[src/rtl/spongent_drv_pkg.sv]
// rtl/spongent_drv_pkg.sv - shared state type and block-geometry helpers for the Spongent message driver
package spongent_drv_pkg;

  typedef enum logic [2:0] {
    RST_CORE,
    COLLECT,
    SEND,
    WAIT_IDLE,
    FINAL,
    DONE
  } drv_state_t;

  function automatic int bytes_per_block(input int rate);
    return rate / 8;
  endfunction

  // A one-byte block still needs a one-bit counter to keep the port widths legal.
  function automatic int count_width(input int rate);
    return (rate / 8 > 1) ? $clog2(rate / 8) : 1;
  endfunction

endpackage

[src/rtl/spongent_byte_packer.sv]
// rtl/spongent_byte_packer.sv - packs message bytes MSB-first into R-bit core blocks, zero-filling a short final block
module spongent_byte_packer
  import spongent_drv_pkg::*;
#(
  parameter int R = 16
) (
  input  logic         clk,
  input  logic         rst,
  input  logic         clear,
  input  logic         shift,
  input  logic [7:0]   data,
  input  logic         last,
  output logic [R-1:0] block,
  output logic         block_done,
  output logic         len_err
);

  localparam int BYTES_PER_BLOCK = bytes_per_block(R);
  localparam int CW = count_width(R);

  logic [CW-1:0] count;
  logic          at_end;

  assign at_end     = (count == CW'(BYTES_PER_BLOCK - 1));
  assign block_done = shift && (at_end || last);

  always_ff @(posedge clk) begin
    if (rst) begin
      block   <= '0;
      count   <= '0;
      len_err <= 1'b0;
    end else if (clear) begin
      count   <= '0;
      len_err <= 1'b0;
    end else if (shift) begin
      // The first byte wipes the previous block, so a short tail is already zero-filled.
      if (count == '0) begin
        block <= R'(data) << (R - 8);
      end else begin
        block[R-1-8*int'(count) -: 8] <= data;
      end
      count <= (at_end || last) ? '0 : count + 1'b1;
      if (last && !at_end) begin
        len_err <= 1'b1;
      end
    end
  end

endmodule

[src/rtl/spongent_msg_driver.sv]
// rtl/spongent_msg_driver.sv - host-side driver for the iterative Spongent core; SPONGENT_DRV_TIMEOUT_EN adds a per-phase watchdog
module spongent_msg_driver
  import spongent_drv_pkg::*;
#(
  parameter int N = 256,
  parameter int R = 16
`ifdef SPONGENT_DRV_TIMEOUT_EN
  ,
  parameter int TIMEOUT_CYCLES = 65535
`endif
) (
  input  logic         clk,
  input  logic         rst,
  input  logic [7:0]   s_data,
  input  logic         s_valid,
  input  logic         s_last,
  output logic         s_ready,
  output logic         core_rst,
  output logic [R-1:0] core_data,
  output logic         core_data_ready,
  output logic         core_start_hash,
  input  logic         core_busy,
  input  logic         core_end_hash,
  input  logic [N-1:0] core_digest,
  output logic [N-1:0] digest,
  output logic         digest_valid,
  input  logic         digest_ack,
  output logic         len_err
`ifdef SPONGENT_DRV_TIMEOUT_EN
  ,
  output logic         timeout_err
`endif
);

  drv_state_t state, state_next;
  logic       is_last;
  logic       pack_done;
  logic       hash_done;
  logic       wd_expired;

  assign hash_done = (state == FINAL) && core_end_hash && !core_busy;

  spongent_byte_packer #(.R(R)) u_packer (
    .clk       (clk),
    .rst       (rst),
    .clear     (state == RST_CORE),
    .shift     (s_valid && s_ready),
    .data      (s_data),
    .last      (s_last),
    .block     (core_data),
    .block_done(pack_done),
    .len_err   (len_err)
  );

`ifdef SPONGENT_DRV_TIMEOUT_EN
  localparam int WW = $clog2(TIMEOUT_CYCLES + 1);
  logic [WW-1:0] wd_cnt;

  // The counter restarts on every state change, so it measures time spent in the current wait phase.
  assign wd_expired = (state == SEND || state == WAIT_IDLE || state == FINAL) &&
                      (wd_cnt == WW'(TIMEOUT_CYCLES - 1));
`else
  assign wd_expired = 1'b0;
`endif

  always_comb begin
    state_next      = state;
    s_ready         = 1'b0;
    core_rst        = 1'b0;
    core_data_ready = 1'b0;
    core_start_hash = 1'b0;
    digest_valid    = 1'b0;
    case (state)
      RST_CORE: begin
        core_rst   = 1'b1;
        state_next = COLLECT;
      end
      COLLECT: begin
        s_ready = 1'b1;
        if (pack_done) state_next = SEND;
      end
      SEND: begin
        core_data_ready = 1'b1;
        if (core_busy) state_next = WAIT_IDLE;
      end
      WAIT_IDLE: begin
        if (!core_busy) state_next = is_last ? FINAL : COLLECT;
      end
      FINAL: begin
        core_start_hash = 1'b1;
        if (hash_done) state_next = DONE;
      end
      DONE: begin
        digest_valid = 1'b1;
        if (digest_ack) state_next = RST_CORE;
      end
      default: state_next = RST_CORE;
    endcase
    if (wd_expired) state_next = DONE;
  end

  always_ff @(posedge clk) begin
    if (rst) begin
      state   <= RST_CORE;
      is_last <= 1'b0;
      digest  <= '0;
`ifdef SPONGENT_DRV_TIMEOUT_EN
      wd_cnt      <= '0;
      timeout_err <= 1'b0;
`endif
    end else begin
      state <= state_next;
      if (state == RST_CORE) is_last <= 1'b0;
      else if (pack_done)    is_last <= s_last;
      if (hash_done) digest <= core_digest;
`ifdef SPONGENT_DRV_TIMEOUT_EN
      wd_cnt <= (state_next != state) ? '0 : wd_cnt + 1'b1;
      if (state == RST_CORE) timeout_err <= 1'b0;
      if (wd_expired) begin
        digest      <= '0;
        timeout_err <= 1'b1;
      end
`endif
    end
  end

endmodule

[config.mk]
export PLATFORM = sky130hd
export DESIGN_NAME = spongent_msg_driver
export DESIGN_NICKNAME = d
export VERILOG_FILES = /design/src/rtl/spongent_drv_pkg.sv /design/src/rtl/spongent_byte_packer.sv /design/src/rtl/spongent_msg_driver.sv
export SDC_FILE = /design/constraint.sdc
export NUM_CORES = 1
export LEC_CHECK = 0
export ABC_AREA = 1
export CAP_MARGIN = 20
export CORE_AREA = 2 2 213 215
export DETAILED_ROUTE_END_ITERATION = 6
export DIE_AREA = 0 0 215 217
export GPL_ROUTABILITY_DRIVEN = 0
export PLACE_DENSITY = 0.64
export SETUP_SLACK_MARGIN = 0.15
export SYNTH_ARGS = -nofsm -noshare
export SYNTH_HDL_FRONTEND = slang
export SYNTH_SLANG_ARGS = --single-unit
[constraint.sdc]
create_clock -name clk -period 1.33 [get_ports clk]
set_input_delay 0.133 -clock clk [delete_from_list [all_inputs] [get_ports clk]]
set_output_delay 0.133 -clock clk [all_outputs]
set_load 0.03 [all_outputs]
# == Word level (Yosys, flattened, before mapping) ==
# Index checks and enable logic that the tools add are counted.
# classes
addsub,3
n_eq_ne,10
n_mux,15
n_shift,2
n_reduce_logical,13
n_bitwise,1
# op_table
op,count
32-bit negation with 33-bit output,1
8-bit by 33-bit variable shift with 23-bit output (first input constant),1
8-bit by 33-bit indexed part select with 23-bit output,1
3-bit 2-to-1 mux,6
3-bit case mux with 6 select lines,1
16-bit bitwise mux,1
16-bit 2-to-1 mux,1
2-bit inequality test (second input constant),5
3-bit by 2-bit == test with 1-bit output (second input constant),2
3-bit == test (second input constant),2
1-bit 2-to-1 mux,6
1-bit logical AND,5
5-bit AND reduction,1
4-bit by 4-bit subtractor with 5-bit output (first input constant),1
2-bit AND reduction,2
3-bit by 1-bit == test with 1-bit output (second input constant),1
3-bit logical NOT,1
1-bit logical NOT,2
2-bit OR reduction,1
1-bit adder (second input constant),1
1-bit logical OR,1
1-bit NOT,1
# totals
in_bits,271
ff_bits,278
elab_cells,50

# == Logic depth before layout (Yosys ltp) ==
# depth
word_depth,6
ltp_mapped,9
mapped_depth_nobuf,8

# == Modules after synthesis ==
# Synthesis repeated with hierarchy kept, for this count alone.
# hier_totals
cells_unflattened,1277
hier_area_um2,9890.7
# by_module_without_submodules
mod,cells_per_inst,area_each_um2,seq_area_each_um2,n_inst
spongent_msg_driver,1169,9054.9,5205.0,1
spongent_byte_packer,108,835.8,360.3,1

# == Worst setup path before layout ==
# No wires, ideal clock.
# synth_timing
kind,register -> register
startpoint,reg state[1]
endpoint,reg u_packer.block[10]
path_buffers,1
t_arrival_ns,1.394
slack_ns,-0.197
required_time_ns,1.198
synth_period_minus_slack_ns,1.527
stages_incl_launch_ff,10
cell_sequence,dfxtp_1 -> buf_6 -> inv_2 -> nand2_1 -> nor2_2 -> nand2_2 -> inv_2 -> nand2_1 -> nand2_1 -> a21oi_1
# synth_via
elab_chain_cells,4
# synth_rtl
item,line_no,rtl
start: declaration,spongent_msg_driver.sv:35,"drv_state_t state, state_next;"
start signal: assignment,spongent_msg_driver.sv:112,state <= state_next;
3-bit by 1-bit == test with 1-bit output,spongent_msg_driver.sv:73,case (state)
1-bit 2-to-1 mux,spongent_msg_driver.sv:73,
named net s_ready,spongent_msg_driver.sv:17,"output logic s_ready,"
1-bit logical AND,spongent_msg_driver.sv:47,".shift (s_valid && s_ready),"
2-bit AND reduction (no line),n/a,
end signal: assignment,spongent_byte_packer.sv:38,block <= R'(data) << (R - 8);
end signal: indexed assignment,spongent_byte_packer.sv:40,block[R-1-8*int'(count) -: 8] <= data;
end: declaration,spongent_byte_packer.sv:13,"output logic [R-1:0] block,"
# The timed path passes the listed nets, and every way through them passes these cells.
# A chain may end at the register's enable or synchronous reset.

# == Worst setup path in the final report ==
# layout_timing
startpoint,reg state[1]
endpoint,out digest_valid
# layout_via
elab_chain_cells,2
# layout_rtl
item,line_no,rtl
3-bit == test,spongent_msg_driver.sv:73,
1-bit 2-to-1 mux,spongent_msg_driver.sv:73,
end: declaration,spongent_msg_driver.sv:26,"output logic digest_valid,"
# No other way between the ends.

==> reports/qor.csv <==
stage,metric,value,unit
power_and_ir_drop,powerDensity,1294,mW/mm^2
drt,via_per_inst,4.370,
final_layout,fin_util,0.4501,
global_routing,grt_pass1_wl,60800,um
timing,tightest_slew,398.3,ps
setup_path,path_cells,"buf_6, clkinv_4, nand2_4, buf_6, nor2_4, buf_6",
logic_synthesis,ys_seq_area_frac,0.5700,
clocking,cts_max_path_buffers,3,
global_routing,grt_pass1_vias,10828,
drt,ant_nets,0,
floorplan,die_w,215,um
timing,hold_viol_final,0,
timing,period_needed,1556,ps
logic_synthesis,netlist_area,0.009764,mm^2
floorplan,die-area,0.04666,mm^2
clocking,cts_hold_buf,0,
power_and_ir_drop,clkPwrFrac,0.348,
timing,finalCritPeriodShare,1.170,
outcome,violations,setup timing,
clocking,cts_tree,yes,
power_and_ir_drop,p_comb_frac,0.278,
clocking,htreeDepth,2,
clocking,cts_sinks,278,
drt,drt_iter0_drc,450,
setup_path,rrSetupSlack,-200,ps
power_and_ir_drop,cellLeakagePower,8.641,nW
final_layout,final_common_cell,nor2_1,
global_routing,grt_usage,0.1633,
floorplan,core,0.04470,mm^2
setup_path,crit_path_top_delay_cell,dfxtp_4,
clocking,root_buffer,clkbuf_16,
floorplan,start_util,0.2185,
run,drv_cap,0,
floorplan,io_pins,549,
logic_synthesis,ys_types,22,
power_and_ir_drop,internal-power,0.01810,W
timing,rsz0062_at_grt,true,
timing,holdWs,185.9,ps
timing,worst_slack,-225.8,ps
placed_design,dpl_cell_area,0.01650,mm^2
logic_synthesis,yosys_warnings,0,
timing,slew_violations,0,
drt,firstDrtPassIters,5,
setup_path,path_class,flop to output port,
logic_synthesis,avgSynthCellArea,7.824,um^2
global_routing,antenna_found_initial,2,
global_routing,grt_overflow,0,
drt,num_vias,10934,
setup_path,endpoint_kind,output port,
global_routing,grt_start_max_net_pins,30,
final_layout,layout_common_cells,"nor2_1, clkdlybuf4s50_1, buf_6",
timing,setup_viol,278,
timing,skew,11.51,ps
power_and_ir_drop,netSwitchingFraction,0.3046,
drt,drc,0,
setup_path,crit_top_cell,buf_6,
hold_path,hp-class,input port to flop,
placed_design,dpl.hpwl,26770,um
final_layout,num-nets-final,2148,
setup_path,cp.arrival,1420,ps
setup_path,start_kind,flop,
final_layout,final_area,0.02012,mm^2
clocking,cts_made_buffers,34,
timing,fmax,642.8,MHz
power_and_ir_drop,ir_drop,1.062,mV
timing,slew_headroom,0.7342,
power_and_ir_drop,p_seq_frac,0.374,
outcome,status,"complete, but fails checks",
setup_path,worst-path-max-fanout,2,
final_layout,drive_gt1_frac,0.4258,
power_and_ir_drop,netSwitchingPower,0.007930,W
logic_synthesis,synth_seq_cells,278,
drt,wl,42940,um
setup_path,crit_path_max_incr_delay,360,ps
setup_path,critPathRequiredTime,1200,ps
logic_synthesis,syn_nets,1519,
clocking,clk_pin_slew_worst_paths,50,ps
clocking,clk_latency,520,ps
floorplan,die_y,217,um
final_layout,syn2layout_area_growth,106.0,%
final_layout,final_cell_count_no_fill,2502,
floorplan,num_rows,78,
placed_design,place_inst,2381,
placed_design,numPortBuffers,548,
logic_synthesis,synthCells,1248,
drt,avgRoutedWirePerCell,17.16,um
final cells by class:
class	count	area [um^2]
Inverter	15	87.58
Antenna cell	2	5.005
Fill cell	4205	24580
Multi-Input combinational cell	862	4483
Clock inverter	10	112.6
Timing Repair Buffer	686	7976
Clock buffer	49	958.4
Tap cell	600	750.7
Sequential cell	278	5743
state kept, by name (all words and copies together) (netlist names):
signal,flops
u_packer.at_end,1
is_last,1
u_packer.block,16
digest,256
u_packer.len_err,1
state,3
cell families after synthesis:
logic type / share of synthesized area
simple gates: 0.2296
compound gates: 0.1452
flops: 0.5700
buf+inv: 0.05523
final timing paths:
kind / cells after the start / endpoint / startpoint
min: 3 / digest[32]$_SDFFE_PP0P_ / core_digest[32]
max reg2reg: 9 / digest[113]$_SDFFE_PP0P_ / state[0]$_SDFFE_PP0P_
max: 6 / digest_valid / state[1]$_SDFFE_PP0P_
min reg2reg: 2 / u_packer.block[4]$_SDFFE_PP0P_ / u_packer.block[4]$_SDFFE_PP0P_
Yosys cell counts, drive strengths merged:
cell type	n	share of area
nor2	524	0.20
dfxtp	278	0.57
o21ai	260	0.13
buf	63	0.038
nand2	32	0.013
clkbuf	30	0.012
nand3	21	0.011
a21oi	19	0.0097
inv	15	0.0058
nand4	3	0.0019
a211oi	1	0.00077
a31oi	1	0.00064
o31ai	1	0.00077
routing by layer:
layer  up-vias  GRT usage  wire length, um
met4         0    0.06598             1351
met2       425     0.2860            21520
li1       5296          -                -
met5         -          0                0
met3        70    0.05535             3220
met1      5143     0.1821            16850
critical path, delay by kind of cell, from the launching register on:
family	cells	cell delay, ps
buffers and inverters	4	420
DFF	1	360
and+or+nand+nor	2	120
metrics by stage:
step	power, W	worst slack [ps]	TNS, ps
final	0.02603	-225.8	-34330
after global routing	0.02712	-311.0	-60330
after CTS	0.02574	-266.2	-44130
after detailed placement	0.01567	-523.4	-99960
after global placement	0.01561	-525.2	-100770
after floorplan	0.01255	-0.9974	-4.471
power by group through the flow:
stage / sequential (W) / clock, W / combinational [W]
6_report: 0.00973 / 0.00906 / 0.00724
2_1_floorplan: 0.0109 / 0 / 0.00163
4_1_cts: 0.00967 / 0.00934 / 0.00673
5_1_grt: 0.00981 / 0.00965 / 0.00765
3_3_place_gp: 0.00960 / 0 / 0.00601
3_5_place_dp: 0.00963 / 0 / 0.00604
repair_timing:
item | in CTS | in global routing
resized for setup | 2125 | 233
cloned | 18 | 19
endpoints found under the hold margin | 0 | 0
setup buffers | 19 | 4
pin swaps | 10 | 67
endpoints found under the setup margin | 556 | 409
Power figures use the tool's default switching activity.
